### config.mk
export PLATFORM = sky130hd
export DESIGN_NAME = mod_reduce_seq
export DESIGN_NICKNAME = d
export VERILOG_FILES = /design/src/rtl/mod_reduce_seq.sv
export SDC_FILE = /design/constraint.sdc
export NUM_CORES = 1
export LEC_CHECK = 0
export ABC_AREA = 1
export CAP_MARGIN = 20
export CORE_MARGIN = 8
export CORE_UTILIZATION = 40
export DETAILED_ROUTE_END_ITERATION = 8
export MAX_ROUTING_LAYER = met4
export PLACE_DENSITY = 0.65
export SLEW_MARGIN = 0
export SYNTH_ARGS = -nofsm -noshare
export SYNTH_HDL_FRONTEND = slang
export SYNTH_SLANG_ARGS = --single-unit
### constraint.sdc
create_clock -name clk -period 2.3 [get_ports clk]
set_clock_uncertainty 0.2 [all_clocks]
set_input_delay 0.345 -clock clk [delete_from_list [all_inputs] [get_ports clk]]
set_output_delay 0.345 -clock clk [all_outputs]
set_load 0.01 [all_outputs]
### src/rtl/mod_reduce_seq.sv
// Sequential signed x mod q: restoring reduction of |x|, one bit per cycle, then a sign fix-up.
// Results are held in DONE until out_ready; out_valid rises one edge after DONE is entered.
module mod_reduce_seq #(
  parameter int DATA_W = 8,
  parameter int MOD_W  = 5
) (
  input  logic              clk,
  input  logic              rst_n,
  input  logic              in_valid,
  output logic              in_ready,
  input  logic [DATA_W-1:0] x,
  input  logic [MOD_W-1:0]  modulus,
  output logic              out_valid,
  input  logic              out_ready,
  output logic [MOD_W-1:0]  out_rem,
  output logic              out_neg,
  output logic              out_err
);

  localparam int CNT_W = (DATA_W > 1) ? $clog2(DATA_W) : 1;

  typedef enum logic [1:0] {IDLE, CALC, FIX, DONE} state_t;

  state_t             state;
  state_t             state_nxt;
  logic               sign;
  logic               err;
  logic [DATA_W-1:0]  mag;
  logic [MOD_W-1:0]   q;
  logic [MOD_W:0]     r;
  logic [MOD_W:0]     r_shift;
  logic [MOD_W:0]     r_step;
  logic [CNT_W-1:0]   cnt;
  logic               accept;
  logic               consume;

  assign in_ready = (state == IDLE);
  assign accept   = in_valid & in_ready;
  assign consume  = (state == DONE) & out_valid & out_ready;

  // r < q always holds, so the shifted value fits in MOD_W+1 bits and one
  // conditional subtract restores the invariant.
  assign r_shift = {r[MOD_W-1:0], mag[DATA_W-1]};
  assign r_step  = (r_shift >= {1'b0, q}) ? (r_shift - {1'b0, q}) : r_shift;

  always_ff @(posedge clk or negedge rst_n) begin
    if (!rst_n) begin
      state <= IDLE;
    end else begin
      state <= state_nxt;
    end
  end

  always_comb begin
    state_nxt = state;
    case (state)
      IDLE: begin
        if (accept) begin
          state_nxt = (modulus == '0) ? DONE : CALC;
        end
      end
      CALC: begin
        if (cnt == '0) begin
          state_nxt = FIX;
        end
      end
      FIX:     state_nxt = DONE;
      DONE: begin
        if (consume) begin
          state_nxt = IDLE;
        end
      end
      default: state_nxt = IDLE;
    endcase
  end

  always_ff @(posedge clk or negedge rst_n) begin
    if (!rst_n) begin
      sign      <= 1'b0;
      err       <= 1'b0;
      mag       <= '0;
      q         <= '0;
      r         <= '0;
      cnt       <= '0;
      out_valid <= 1'b0;
      out_rem   <= '0;
      out_neg   <= 1'b0;
      out_err   <= 1'b0;
    end else begin
      case (state)
        IDLE: begin
          if (accept) begin
            sign <= x[DATA_W-1];
            // Two's-complement negate; the most negative value maps to 2^(DATA_W-1) unsigned.
            mag  <= x[DATA_W-1] ? (~x + 1'b1) : x;
            q    <= modulus;
            r    <= '0;
            cnt  <= CNT_W'(DATA_W - 1);
            err  <= (modulus == '0);
          end
        end
        CALC: begin
          r   <= r_step;
          mag <= {mag[DATA_W-2:0], 1'b0};
          cnt <= cnt - 1'b1;
        end
        FIX: begin
          if (sign && (r != '0)) begin
            r <= {1'b0, q} - r;
          end
        end
        DONE: begin
          if (!out_valid) begin
            out_valid <= 1'b1;
            out_rem   <= r[MOD_W-1:0];
            out_neg   <= sign;
            out_err   <= err;
          end else if (out_ready) begin
            out_valid <= 1'b0;
          end
        end
        default: ;
      endcase
    end
  end

endmodule

After elaboration in Yosys (flattened, before gate mapping)
Index checks and enable logic that the tools add are counted.
{"block": "classes", "n_addsub": 4, "n_lt_le_gt_ge": 1, "eq_ne": 7, "muxes": 16, "bitwise_logic": 5, "reduce_logical": 12}
{"cell": "$mux W6", "n": 3}
{"cell": "$pmux W6 S3", "n": 1}
{"cell": "$mux W8", "n": 2}
{"cell": "$pmux W8 S2", "n": 1}
{"cell": "$add A8 B1 Y8 const B", "n": 1}
{"cell": "$mux W2", "n": 4}
{"cell": "$not A8 Y8", "n": 1}
{"cell": "$pmux W2 S4", "n": 1}
{"cell": "$ge A6 B5 Y1", "n": 1}
{"cell": "$ne A2 B2 Y1 const B", "n": 3}
{"cell": "$pmux W3 S2", "n": 1}
{"cell": "$reduce_and A2 Y1", "n": 3}
{"cell": "$reduce_and A3 Y1", "n": 2}
{"cell": "$reduce_bool A6 Y1", "n": 1}
{"cell": "$sub A5 B6 Y6", "n": 1}
{"cell": "$sub A6 B5 Y6", "n": 1}
{"cell": "$logic_not A5 Y1", "n": 1}
{"cell": "$eq A2 B2 Y1 const B", "n": 2}
{"cell": "$and A1 B1 Y1", "n": 3}
{"cell": "$logic_not A3 Y1", "n": 1}
{"cell": "$mux W3", "n": 1}
{"cell": "$reduce_bool A3 Y1", "n": 1}
{"cell": "$sub A3 B1 Y3 const B", "n": 1}
{"cell": "$eq A2 B1 Y1 const B", "n": 1}
{"cell": "6 further kinds", "n": 7}
{"block": "totals", "register_bits": 34, "in_bits": 17, "output_inout_bits": 9}

Logic depth before layout (Yosys ltp)
Gate-level depths: netlist of run 1.
{"block": "logic_depth", "ltp_word": 5, "mapped_depth": 13, "ltp_nobuf": 13}

Worst setup path before layout of run 1
Ideal clock, no wire load.
{"block": "synth_path", "kind": "reg-to-reg", "from": "register q[0]", "to": "register r[2]", "t_arrival_ns": 1.592, "required_time_ns": 1.984, "path_slack_ns": 0.391, "path_stages_with_launch": 13, "path_buffers": 0, "synth_period_minus_slack_ns": 1.909, "cell_sequence": "dfrtp_1 ha_1 fa_1 inv_1 nand3_1 nand2_1 nand2_2 nand2_4 nand2_1 nand3_1 nand2_1 nand2_1 nand2_1"}
{"block": "synth_between", "elab_chain_len": 3}
{"item": "from (decl)", "line": "29", "source": "logic [MOD_W-1:0] q;"}
{"item": "from (signal assigned)", "line": "96", "source": "q <= modulus;"}
{"item": "$sub A5 B6 Y6, or another cell as far along", "line": "109", "source": "r <= {1'b0, q} - r;"}
{"item": "$mux W6, on equally long branches", "line": "108, 44"}
{"item": "$pmux W6 S3 *", "line": "90", "source": "case (state)"}
{"item": "to (signal assigned)", "line": "103", "source": "r <= r_step;"}
{"item": "to (signal assigned)", "line": "109"}
{"item": "to (decl)", "line": "30", "source": "logic [MOD_W:0] r;"}
Mark *: on every way between the ends. The rest lies on a longest branch, timed or not. The select of a mux whose other input is x is not followed.
A chain may end at the register's enable or synchronous reset.

Final worst setup path of run 1
{"block": "layout_path", "from": "register state[0]", "to": "output in_ready"}
{"block": "layout_between", "elab_chain_len": 1}
{"item": "from (decl)", "line": "24", "source": "state_t state;"}
{"item": "from (signal assigned)", "line": "50", "source": "state <= state_nxt;"}
{"item": "$logic_not A2 Y1", "line": "37", "source": "assign in_ready = (state == IDLE);"}
{"item": "to (decl)", "line": "10", "source": "output logic in_ready,"}
No other way between the ends.

==> results.cfg, run 1 <==
[route]
drc = 0
wl_per_cell_um = 12.5
first_pass_iters = 4
vias_per_cell = 4.86
drtIter0Drc = 102
totalWireLength_um = 5210
vias = 2027
ant_nets = 0

[place]
post-dp-hpwl_um = 4180
io_buffers = 25
place_congestion = 0.873

[floorplanning]
ios = 26
core-area_mm2 = 0.00557
die_x_um = 92.2
dieArea_mm2 = 0.00850
start_util = 0.417
die_y_um = 92.2
row_count = 27

[setup_path]
worstPathMaxFanout = 7
critPathRequiredTime_ns = 1.75
critPathKind = flip-flop to primary output
setup.worst_path.start = state[0]$_DFFE_PN0P_
path_buf_inv = 2
crit_arrival_ns = 1.64
path_delay_family = buffers and inverters
r2r_start = q[0]$_DFFE_PN0P_
cp-start-kind = flip-flop
path_cells = inv_1 > ha_2 > clkdlybuf4s50_1
max_stage_delay_ns = 0.58
critPathSlowestCell = clkdlybuf4s50_1
endpoint_kind = primary output

[global_route]
grt-ovfl-total = 0
antenna_found_initial = 0
grt_pass1_wl_um = 9170
grt_max_degree = 35
grtUsageTotal = 0.137
grt_pass1_vias = 2042

[sta]
finalSetupViolCount = 0
period_needed_ns = 2.19
rsz0062_at_grt = no
hold_violations = 0
relSlewSlack = 0.705
clock.fmax_mhz = 457
setup_tns_ns = 0
hold_ws_ns = 0.265
worst_pin_slew_ns = 0.443
fin_crit_sh = 0.951
drv_slew = 0

[yosys]
syn_inst = 312
synthTopCellsByCount = nand2_1 (90), inv_1 (44), dfrtp_1 (34)
synth-xor-area-share = 0.0113
synthesis.area_mm2 = 0.00232
post_synth_and_or_nand_nor_area_fraction = 0.284
synth_top_area_frac = 0.366
synth_top_area_cell = dfrtp_1
synthAdderAreaFrac = 0.109
yosys_most_used_dff = dfrtp_1
synth_edf_count = 0
synth_top_family_by_area = simple AND/OR/NAND/NOR gates
synthMuxAreaShare = 0.00970
synth-compound-area-share = 0.124
yosysSeqAreaShare = 0.366
ys_ff_latch = 34
async_flop_share = 1.00
synth_area_leaders = dfrtp_1 (37%), nand2_1 (15%), ha_1 (9.2%)
synth.most_common_cell = nand2_1
ys_types = 31
synth.avg_cell_area_um2 = 7.44
synth_warnings = 0
syn_nets = 348

[run_status]
status = complete, no violations

[clocking]
tritoncts.num_buffers = 5
cts_hold_buf = 0
cts_max_level = 2
ctsResizeCount = 1
cts_root_buf = clkbuf_8
clock_path_buffers = 2
clkTransAtPathRegs_ns = 0.07
clk_latency_ns = 0.29
cts_tree = yes
postCtsSetupBuffers = 0
cts_sinks = 34

[hold_path]
hold_class = input pin to asynchronous set/reset pin

[final_layout]
antenna_cells = 0
final_nets = 380
nFillCells = 593
post-route-util = 0.494
syn_to_final_growth_pct = 18.5
drive_gt1_frac = 0.0928

[power]
power_density_mw_per_mm2 = 1380
vdd_ir_drop_max_mv = 0.655
p_leak_nw = 1.44

[run]
cap_violations = 0
[kinds of logic (layout without fill, tap and decap cells)]
| family | after synthesis | after routing |
|---|---|---|
| compound gates | 52 | 52 |
| xor+xnor | 3 | 3 |
| fa+ha+maj | 19 | 19 |
| buf+inv | 52 | 85 |
| flops | 34 | 34 |
| mux | 2 | 2 |
| simple gates | 150 | 150 |
[cells in the final DEF, fill, tap and decap left out, types with 4 or more instances in the layout]
master and count:
clkdlybuf4s50_1 25, inv_1 44, ha_1 16, nand4_1 4, buf_4 5, clkbuf_8 6, nand3_1 23, a21oi_1 20
nor2_1 18, o21ai_0 21, dfrtp_1 34, nand2_1 90
[worst register-to-register path: stages (launching register included)]
cell     delay, ns
dfrtp_1       0.40
ha_1          0.21
fa_1          0.40
inv_1         0.07
nand3_1       0.08
nand2_1       0.11
nand2_2       0.12
nand2_4       0.10
nand2_1       0.05
nand3_1       0.06
nand2_1       0.05
nand2_1       0.05
nand2_1       0.04
[through the flow]
stage	setup WS, ns	instances	power (W)	area, um^2
after CTS	0.0901	417	0.00385	2750
after floorplan	0.391	312	0.00276	2320
final	0.112	417	0.00380	2750
after detailed placement	0.253	409	0.00336	2650
after global placement	0.300	409	0.00333	2650
after global routing	0.0351	417	0.00424	2750
[layout make-up]
cell class	instances	area, um^2	share of cell area
multi-input cells	226	1250	0.455
clock inverters	2	12.5	0.00455
repair buffers	30	288	0.105
clock buffers	6	82.6	0.0300
well taps	72	90.1	0.0327
inverters	47	176	0.0641
flip-flops and latches	34	851	0.309
[sequential cells by signal, summed over array words and instances (netlist names)]
register and cells:
r 6, mag 8, sign 1, state 2, q 5, out_valid 1
err 1, cnt 3, out_neg 1, out_err 1, out_rem 5
[path summary, 6_finish.rpt]
| path | end | slack, ns | cells past startpoint |
|---|---|---|---|
| max | in_ready | 0.11 | 3 |
| min reg2reg | cnt[0]$_DFFE_PN0P_ | 0.28 | 1 |
| max reg2reg | r[2]$_DFFE_PN0P_ | 0.24 | 12 |
| min | out_rem[4]$_DFFE_PN0P_ | 0.27 | 2 |
| min in group clk | cnt[0]$_DFFE_PN0P_ | 0.28 | 1 |
| max in group asynchronous | cnt[2]$_DFFE_PN0P_ | 1.31 | 2 |
[power breakdown]
| group | internal, W | switching, W |
|---|---|---|
| clock | 0.000241 | 0.000225 |
| combinational | 0.000941 | 0.00140 |
| sequential | 0.000843 | 0.000148 |
[routing by layer]
layer | GRT usage | vias to the layer above | share of wire
met3 | 0.0310 | 5 | 0.034
met2 | 0.228 | 32 | 0.49
met1 | 0.160 | 924 | 0.47
met4 | 0.0430 | 0 | 0.010
met5 | - | - | 0
li1 | - | 1066 | -
Power figures use the tool's default switching activity.
==> inputs of run 2 (changes only) <==
--- a/config.mk
+++ b/config.mk
@@ -10,6 +10,7 @@
 export CORE_MARGIN = 8
 export CORE_UTILIZATION = 40
 export DETAILED_ROUTE_END_ITERATION = 8
+export HOLD_SLACK_MARGIN = 0.05
 export MAX_ROUTING_LAYER = met4
 export PLACE_DENSITY = 0.65
 export SLEW_MARGIN = 0
==> results of run 2 <==
Final layout, timing and power as in run 1 (identical DEF).
